--- config.mk ---
export PLATFORM = sky130hd
export DESIGN_NAME = rv32i_lsu_flat
export DESIGN_NICKNAME = d
export VERILOG_FILES = /design/src/rtl/rv32i_lsu_pkg.sv /design/src/rtl/rv32i_lsu_if.sv /design/src/rtl/rv32i_lsu_align.sv /design/src/rtl/rv32i_lsu.sv /design/src/flat_wrapper.sv
export SDC_FILE = /design/constraint.sdc
export NUM_CORES = 1
export LEC_CHECK = 0
export ABC_CLOCK_PERIOD_IN_PS = 6600
export BUFFER_PORTS_ARGS = -buffer_cell sky130_fd_sc_hd__buf_4
export CORE_MARGIN = 5
export CORE_UTILIZATION = 40
export CTS_BUF_LIST = sky130_fd_sc_hd__clkbuf_8
export DETAILED_ROUTE_END_ITERATION = 8
export PLACE_DENSITY_LB_ADDON = 0.15
export SLEW_MARGIN = 5
export SYNTH_ARGS = -nofsm -noshare
export SYNTH_HDL_FRONTEND = slang
export SYNTH_SLANG_ARGS = --single-unit
--- constraint.sdc ---
create_clock -name clk -period 6.6 [get_ports clk]
set_input_delay 0.33 -clock clk [delete_from_list [all_inputs] [get_ports clk]]
set_output_delay 0.33 -clock clk [all_outputs]
set_load 0.1 [all_outputs]
--- src/rtl/rv32i_lsu_pkg.sv ---
// Shared types and funct3 encodings for the RV32I load/store unit.
package rv32i_lsu_pkg;

  typedef enum logic [1:0] {
    IDLE,
    RD,
    WR,
    RESP
  } state_t;

  localparam logic [2:0] F3_B  = 3'd0;
  localparam logic [2:0] F3_H  = 3'd1;
  localparam logic [2:0] F3_W  = 3'd2;
  localparam logic [2:0] F3_BU = 3'd4;
  localparam logic [2:0] F3_HU = 3'd5;

  function automatic logic f3_legal(input logic we, input logic [2:0] f3);
    logic w_common;
    w_common = (f3 == F3_B) || (f3 == F3_H) || (f3 == F3_W);
    return we ? w_common : (w_common || (f3 == F3_BU) || (f3 == F3_HU));
  endfunction

endpackage

--- src/rtl/rv32i_lsu_if.sv ---
// Core-side request/response and memory-side bus of the load/store unit.
interface rv32i_lsu_if #(
  parameter int unsigned ADDR_W = 12
);
  logic              req_valid;
  logic              req_ready;
  logic              req_we;
  logic [2:0]        req_funct3;
  logic [31:0]       req_addr;
  logic [31:0]       req_wdata;
  logic              resp_valid;
  logic [31:0]       resp_rdata;
  logic              resp_fault;
  logic              mem_req;
  logic              mem_we;
  logic [ADDR_W-1:0] mem_addr;
  logic [31:0]       mem_wdata;
  logic [31:0]       mem_rdata;
  logic              mem_ack;

  // slave: the LSU itself; master: the core plus data memory around it
  modport slave (
    input  req_valid, req_we, req_funct3, req_addr, req_wdata, mem_rdata, mem_ack,
    output req_ready, resp_valid, resp_rdata, resp_fault,
    output mem_req, mem_we, mem_addr, mem_wdata
  );

  modport master (
    output req_valid, req_we, req_funct3, req_addr, req_wdata, mem_rdata, mem_ack,
    input  req_ready, resp_valid, resp_rdata, resp_fault,
    input  mem_req, mem_we, mem_addr, mem_wdata
  );
endinterface

--- src/rtl/rv32i_lsu_align.sv ---
// Lane handling: little-endian load extract/extend and sub-word store merge.
module rv32i_lsu_align
  import rv32i_lsu_pkg::*;
(
  input  logic [31:0] i_word,
  input  logic [31:0] i_wdata,
  input  logic [1:0]  i_off,
  input  logic [2:0]  i_funct3,
  output logic [31:0] o_load,
  output logic [31:0] o_merged
);

  logic [7:0]  w_byte;
  logic [15:0] w_half;

  always_comb begin
    w_byte = i_word[{i_off, 3'b000} +: 8];
    w_half = i_word[{i_off[1], 4'b0000} +: 16];

    case (i_funct3)
      F3_B:    o_load = {{24{w_byte[7]}}, w_byte};
      F3_BU:   o_load = {24'h000000, w_byte};
      F3_H:    o_load = {{16{w_half[15]}}, w_half};
      F3_HU:   o_load = {16'h0000, w_half};
      default: o_load = i_word;
    endcase

    o_merged = i_word;
    case (i_funct3)
      F3_B:    o_merged[{i_off, 3'b000} +: 8]     = i_wdata[7:0];
      F3_H:    o_merged[{i_off[1], 4'b0000} +: 16] = i_wdata[15:0];
      default: o_merged = i_wdata;
    endcase
  end

endmodule

--- src/rtl/rv32i_lsu.sv ---
// RV32I load/store unit: checks, word-only memory handshake with timeout,
// read-modify-write for sub-word stores.
module rv32i_lsu
  import rv32i_lsu_pkg::*;
#(
  parameter int unsigned ADDR_W  = 12,
  parameter int unsigned TIMEOUT = 15
) (
  input logic        clk,
  input logic        rst,
  rv32i_lsu_if.slave bus
);

  localparam int unsigned CNT_W = $clog2(TIMEOUT + 1);

  state_t            r_state;
  logic              r_we;
  logic [2:0]        r_f3;
  logic [1:0]        r_off;
  logic [31:0]       r_wdata;
  logic [CNT_W-1:0]  r_cnt;

  logic              r_req_ready;
  logic              r_resp_valid;
  logic [31:0]       r_resp_rdata;
  logic              r_resp_fault;
  logic              r_mem_req;
  logic              r_mem_we;
  logic [ADDR_W-1:0] r_mem_addr;
  logic [31:0]       r_mem_wdata;

  logic              w_accept;
  logic              w_half;
  logic              w_word;
  logic              w_fault;
  logic              w_expire;
  logic [31:0]       w_load;
  logic [31:0]       w_merged;

  rv32i_lsu_align u_align (
    .i_word   (bus.mem_rdata),
    .i_wdata  (r_wdata),
    .i_off    (r_off),
    .i_funct3 (r_f3),
    .o_load   (w_load),
    .o_merged (w_merged)
  );

  always_comb begin
    w_accept = bus.req_valid && r_req_ready;
    w_half   = (bus.req_funct3 == F3_H) || (bus.req_funct3 == F3_HU);
    w_word   = (bus.req_funct3 == F3_W);
    w_fault  = !f3_legal(bus.req_we, bus.req_funct3)
            || (w_half && bus.req_addr[0])
            || (w_word && (bus.req_addr[1:0] != 2'b00))
            || ((bus.req_addr >> ADDR_W) != '0);
    // this no-ack cycle would bring the wait count up to TIMEOUT
    w_expire = !bus.mem_ack && (r_cnt == CNT_W'(TIMEOUT - 1));
  end

  always_ff @(posedge clk or posedge rst) begin
    if (rst) begin
      r_state      <= IDLE;
      r_we         <= 1'b0;
      r_f3         <= '0;
      r_off        <= '0;
      r_wdata      <= '0;
      r_cnt        <= '0;
      r_req_ready  <= 1'b1;
      r_resp_valid <= 1'b0;
      r_resp_rdata <= '0;
      r_resp_fault <= 1'b0;
      r_mem_req    <= 1'b0;
      r_mem_we     <= 1'b0;
      r_mem_addr   <= '0;
      r_mem_wdata  <= '0;
    end else begin
      r_resp_valid <= 1'b0;
      case (r_state)
        IDLE: begin
          if (w_accept) begin
            r_we        <= bus.req_we;
            r_f3        <= bus.req_funct3;
            r_off       <= bus.req_addr[1:0];
            r_wdata     <= bus.req_wdata;
            r_cnt       <= '0;
            r_req_ready <= 1'b0;
            if (w_fault) begin
              r_state      <= RESP;
              r_resp_valid <= 1'b1;
              r_resp_fault <= 1'b1;
            end else begin
              r_mem_req  <= 1'b1;
              r_mem_addr <= {bus.req_addr[ADDR_W-1:2], 2'b00};
              if (bus.req_we && w_word) begin
                r_state     <= WR;
                r_mem_we    <= 1'b1;
                r_mem_wdata <= bus.req_wdata;
              end else begin
                r_state  <= RD;
                r_mem_we <= 1'b0;
              end
            end
          end
        end
        RD: begin
          if (bus.mem_ack) begin
            if (r_we) begin
              r_state     <= WR;
              r_mem_we    <= 1'b1;
              r_mem_wdata <= w_merged;
              r_cnt       <= '0;
            end else begin
              r_state      <= RESP;
              r_mem_req    <= 1'b0;
              r_resp_valid <= 1'b1;
              r_resp_fault <= 1'b0;
              r_resp_rdata <= w_load;
            end
          end else if (w_expire) begin
            r_state      <= RESP;
            r_mem_req    <= 1'b0;
            r_resp_valid <= 1'b1;
            r_resp_fault <= 1'b1;
          end else begin
            r_cnt <= r_cnt + CNT_W'(1);
          end
        end
        WR: begin
          if (bus.mem_ack || w_expire) begin
            r_state      <= RESP;
            r_mem_req    <= 1'b0;
            r_mem_we     <= 1'b0;
            r_resp_valid <= 1'b1;
            r_resp_fault <= !bus.mem_ack;
          end else begin
            r_cnt <= r_cnt + CNT_W'(1);
          end
        end
        RESP: begin
          r_state      <= IDLE;
          r_req_ready  <= 1'b1;
          r_resp_fault <= 1'b0;
        end
        default: r_state <= IDLE;
      endcase
    end
  end

  assign bus.req_ready  = r_req_ready;
  assign bus.resp_valid = r_resp_valid;
  assign bus.resp_rdata = r_resp_rdata;
  assign bus.resp_fault = r_resp_fault;
  assign bus.mem_req    = r_mem_req;
  assign bus.mem_we     = r_mem_we;
  assign bus.mem_addr   = r_mem_addr;
  assign bus.mem_wdata  = r_mem_wdata;

endmodule
--- src/flat_wrapper.sv ---
// flat-port wrapper written by rule: the top's interface ports become plain ports
module rv32i_lsu_flat import rv32i_lsu_pkg::*;
#(
  parameter int unsigned ADDR_W  = 12,
  parameter int unsigned TIMEOUT = 15
)
  (clk, rst, bus_req_valid, bus_req_we, bus_req_funct3, bus_req_addr, bus_req_wdata, bus_mem_rdata, bus_mem_ack, bus_req_ready, bus_resp_valid, bus_resp_rdata, bus_resp_fault, bus_mem_req, bus_mem_we, bus_mem_addr, bus_mem_wdata);
  rv32i_lsu_if #(.ADDR_W(ADDR_W)) bus_i ();
  input logic clk;
  input logic rst;
  input wire logic [$bits(bus_i.req_valid)-1:0] bus_req_valid;
  input wire logic [$bits(bus_i.req_we)-1:0] bus_req_we;
  input wire logic [$bits(bus_i.req_funct3)-1:0] bus_req_funct3;
  input wire logic [$bits(bus_i.req_addr)-1:0] bus_req_addr;
  input wire logic [$bits(bus_i.req_wdata)-1:0] bus_req_wdata;
  input wire logic [$bits(bus_i.mem_rdata)-1:0] bus_mem_rdata;
  input wire logic [$bits(bus_i.mem_ack)-1:0] bus_mem_ack;
  output wire logic [$bits(bus_i.req_ready)-1:0] bus_req_ready;
  output wire logic [$bits(bus_i.resp_valid)-1:0] bus_resp_valid;
  output wire logic [$bits(bus_i.resp_rdata)-1:0] bus_resp_rdata;
  output wire logic [$bits(bus_i.resp_fault)-1:0] bus_resp_fault;
  output wire logic [$bits(bus_i.mem_req)-1:0] bus_mem_req;
  output wire logic [$bits(bus_i.mem_we)-1:0] bus_mem_we;
  output wire logic [$bits(bus_i.mem_addr)-1:0] bus_mem_addr;
  output wire logic [$bits(bus_i.mem_wdata)-1:0] bus_mem_wdata;
  assign bus_i.req_valid = bus_req_valid;
  assign bus_i.req_we = bus_req_we;
  assign bus_i.req_funct3 = bus_req_funct3;
  assign bus_i.req_addr = bus_req_addr;
  assign bus_i.req_wdata = bus_req_wdata;
  assign bus_i.mem_rdata = bus_mem_rdata;
  assign bus_i.mem_ack = bus_mem_ack;
  assign bus_req_ready = bus_i.req_ready;
  assign bus_resp_valid = bus_i.resp_valid;
  assign bus_resp_rdata = bus_i.resp_rdata;
  assign bus_resp_fault = bus_i.resp_fault;
  assign bus_mem_req = bus_i.mem_req;
  assign bus_mem_we = bus_i.mem_we;
  assign bus_mem_addr = bus_i.mem_addr;
  assign bus_mem_wdata = bus_i.mem_wdata;
  rv32i_lsu #(.ADDR_W(ADDR_W), .TIMEOUT(TIMEOUT)) u_core (.clk(clk), .rst(rst), .bus(bus_i));
endmodule
==> reports/summary.txt <==
Hold depth: 2
Crit path DAT: 3.84 ns
Critical R2R Capture: u_core.bus.mem_addr[9]
DRC Markers: 0
H-tree depth: 4
Detailed placement HPWL: 15,800 um
Layout cells sized above 1: 0.375
Sequential-to-total area share from yosys stat: 0.458
Final wirelength: 21,600 um
Yosys top cell by area: dfrtp_1
Slew Viols, Final: 0
Crit-path cells: inv_1 > ha_1 > nand3_2 > nor4_2 > mux2_2
Seq cells post-synth: 123
Total global routing overflow: 0
Area of the mapped netlist: 6730 um^2
Crit path required time: 6.92 ns
Initial antenna violation count: 0
Crit path max-delay cell type: nor4_2
CP peak stage delay: 1.22 ns
Sink Count: 123
Cell count after synthesis: 664
Port Buffers: 182
Row cnt: 47
CTS max path bufs: 2
GP Congestion: 0.905
CTS resizes: 0
Status: complete, no violations
Vias per cell: 5.65
RSZ-0062 raised after global routing: no
Worst hold endpoint: u_core.bus.req_ready
Area share of the largest cell type after synthesis: 0.454
Total track usage: 0.222
Initial DRC count: 394
Hold Buf Count CTS: 1
Final hold viol count: 0
Post-CTS Setup Inserts: 0
CTS Buf Count: 17
Avg Inst Size Synth: 10.1 um^2
Nets: 946
Path depth of the worst reg2reg path: 5
Asr flop ratio synth: 1.00
Vias in the first global route: 6,089
CP Launch Type: flip-flop
Area delta synth->final: 28.8%
Crit path capture type: flip-flop
Critical path peak fanout: 40
Top FF cell, synth: dfrtp_1
Netlist cell types: 53
First-pass GRT wire length: 34,300 um
Yosys synthesis warning count: 0
Fin crit share: 0.533
Maximum clock frequency: 285 MHz
Max-cap violation count: 0
Count leader, synth: dfrtp_1
Commonest cells in the netlist: dfrtp_1, mux2_2, a21oi_1
# fillers: 1,505
Vias: 6,007
DIE WIDTH: 140 um
Dpl cell area: 8260 um^2
Type of the worst setup path: reg -> reg
Number of synthesized flops with an enable pin: 0
Crit path max-delay family: simple AND/OR/NAND/NOR gates
Hold Path Origin: bus_req_valid
Critical path buffers and inverters: 1
DRT Pass-1 Iters: 5
Flop-to-flop setup slack: 3.09 ns
Slew HR: 0.178
I/O pin count: 185
Largest net degree at the start of global routing: 77
Worst Max-Slew Pin Slew: 1.22 ns
Clk Latency, worst-skew pair: 0.45 ns
Root Buffer: clkbuf_8
Top cells by area, synth: dfrtp_1, mux2_2, a21oi_1
Post-route cell area: 8670 um^2
Reg2reg start: u_core.r_state[0]
Fin crit period: 3.51 ns
Initial core utilization: 0.407
Worst Skew: 0.0146 ns
Ant diodes: 0
Die height: 140 um
Worst hold path type: in -> reg
WP depth: 5
Setup TNS Final: 0 ns
Clk pin slew, worst setup/hold paths: 0.08 ns
Core area: 16,500 um^2
CTS tree: yes
Routed WL per cell: 20.3 um
Routed Antenna Nets: 0
Die area: 19,500 um^2
Final setup fails: 0
==> state kept, by name (all words and copies together) (netlist names) <==
signal / flops
u_core.bus.mem_addr: 10
u_core.bus.mem_req: 1
u_core.bus.mem_wdata: 32
u_core.bus.mem_we: 1
u_core.bus.req_ready: 1
u_core.bus.resp_fault: 1
u_core.bus.resp_rdata: 32
u_core.bus.resp_valid: 1
u_core.r_cnt: 4
u_core.r_f3: 3
u_core.r_off: 2
u_core.r_state: 2
u_core.r_wdata: 32
u_core.r_we: 1
==> through the flow <==
step	utilization	cells	hold slack [ns]	setup WS (ns)
2_1_floorplan	-	665	0.403	3.00
3_3_place_gp	0.500	1030	0.443	3.26
3_5_place_dp	0.500	1030	0.447	3.07
4_1_cts	0.524	1063	0.0419	3.08
5_1_grt	0.524	1063	0.0486	2.77
6_report	0.524	1063	0.0711	3.09
==> cells in the final DEF, fill, tap and decap left out, drive strengths merged, types with 7 or more instances in the layout <==
master,instances
buf,189
dfrtp,122
mux2,90
a21oi,51
o21ai,50
nand2,49
nor2,43
inv,38
a22oi,24
nor2b,21
mux2i,17
clkbuf,17
o211ai,16
ha,12
clkinv,9
o221a,8
a22o,8
a221oi,8
a222oi,7
nor4,7
==> cells by family after synthesis <==
family | after synthesis | synth area share
AND/OR/NAND/NOR | 149 | 0.108
flip-flops | 123 | 0.458
buffers and inverters | 80 | 0.0465
adder cells (fa/ha/maj) | 12 | 0.0223
other | 1 | 0.000557
AO/OA/AOI/OAI | 191 | 0.186
multiplexers | 108 | 0.179
==> worst register-to-register path, stage by stage, from the launching register on <==
cell	delay (ns)
dfrtp_1	0.43
inv_1	0.14
ha_1	0.29
nand3_2	0.86
nor4_2	1.25
mux2_2	0.43
==> layout make-up <==
| class | instances | area [um^2] | area share |
|---|---|---|---|
| sequential | 123 | 3080 | 0.355 |
| inverter | 36 | 138 | 0.0159 |
| clock buffer | 17 | 234 | 0.0270 |
| tap | 220 | 275 | 0.0318 |
| timing repair buffer | 190 | 1430 | 0.165 |
| multi-input combinational | 462 | 3360 | 0.388 |
| clock inverter | 15 | 151 | 0.0175 |
==> metal layers <==
| layer | vias to the layer above | routed length (um) | global-route usage |
|---|---|---|---|
| li1 | 2743 | - | - |
| met1 | 2943 | 9000 | 0.292 |
| met2 | 287 | 10200 | 0.352 |
| met3 | 34 | 1920 | 0.0662 |
| met4 | 0 | 446 | 0.0704 |
| met5 | - | 0 | 0 |
==> how the worst max path moves through the flow <==
stage,startpoint,end
2_1_floorplan,rst,u_core.bus.mem_addr[10]
3_3_place_gp,u_core.r_state[0],u_core.bus.mem_addr[7]
3_5_place_dp,u_core.r_state[0],u_core.bus.mem_addr[9]
4_1_cts,u_core.r_state[0],u_core.bus.mem_addr[9]
5_1_grt,u_core.r_state[1],u_core.bus.mem_addr[2]
6_report,u_core.r_state[0],u_core.bus.mem_addr[9]
Power is not shown: default switching activity piles up to over one toggle a cycle in this logic, so the estimate is an artifact.
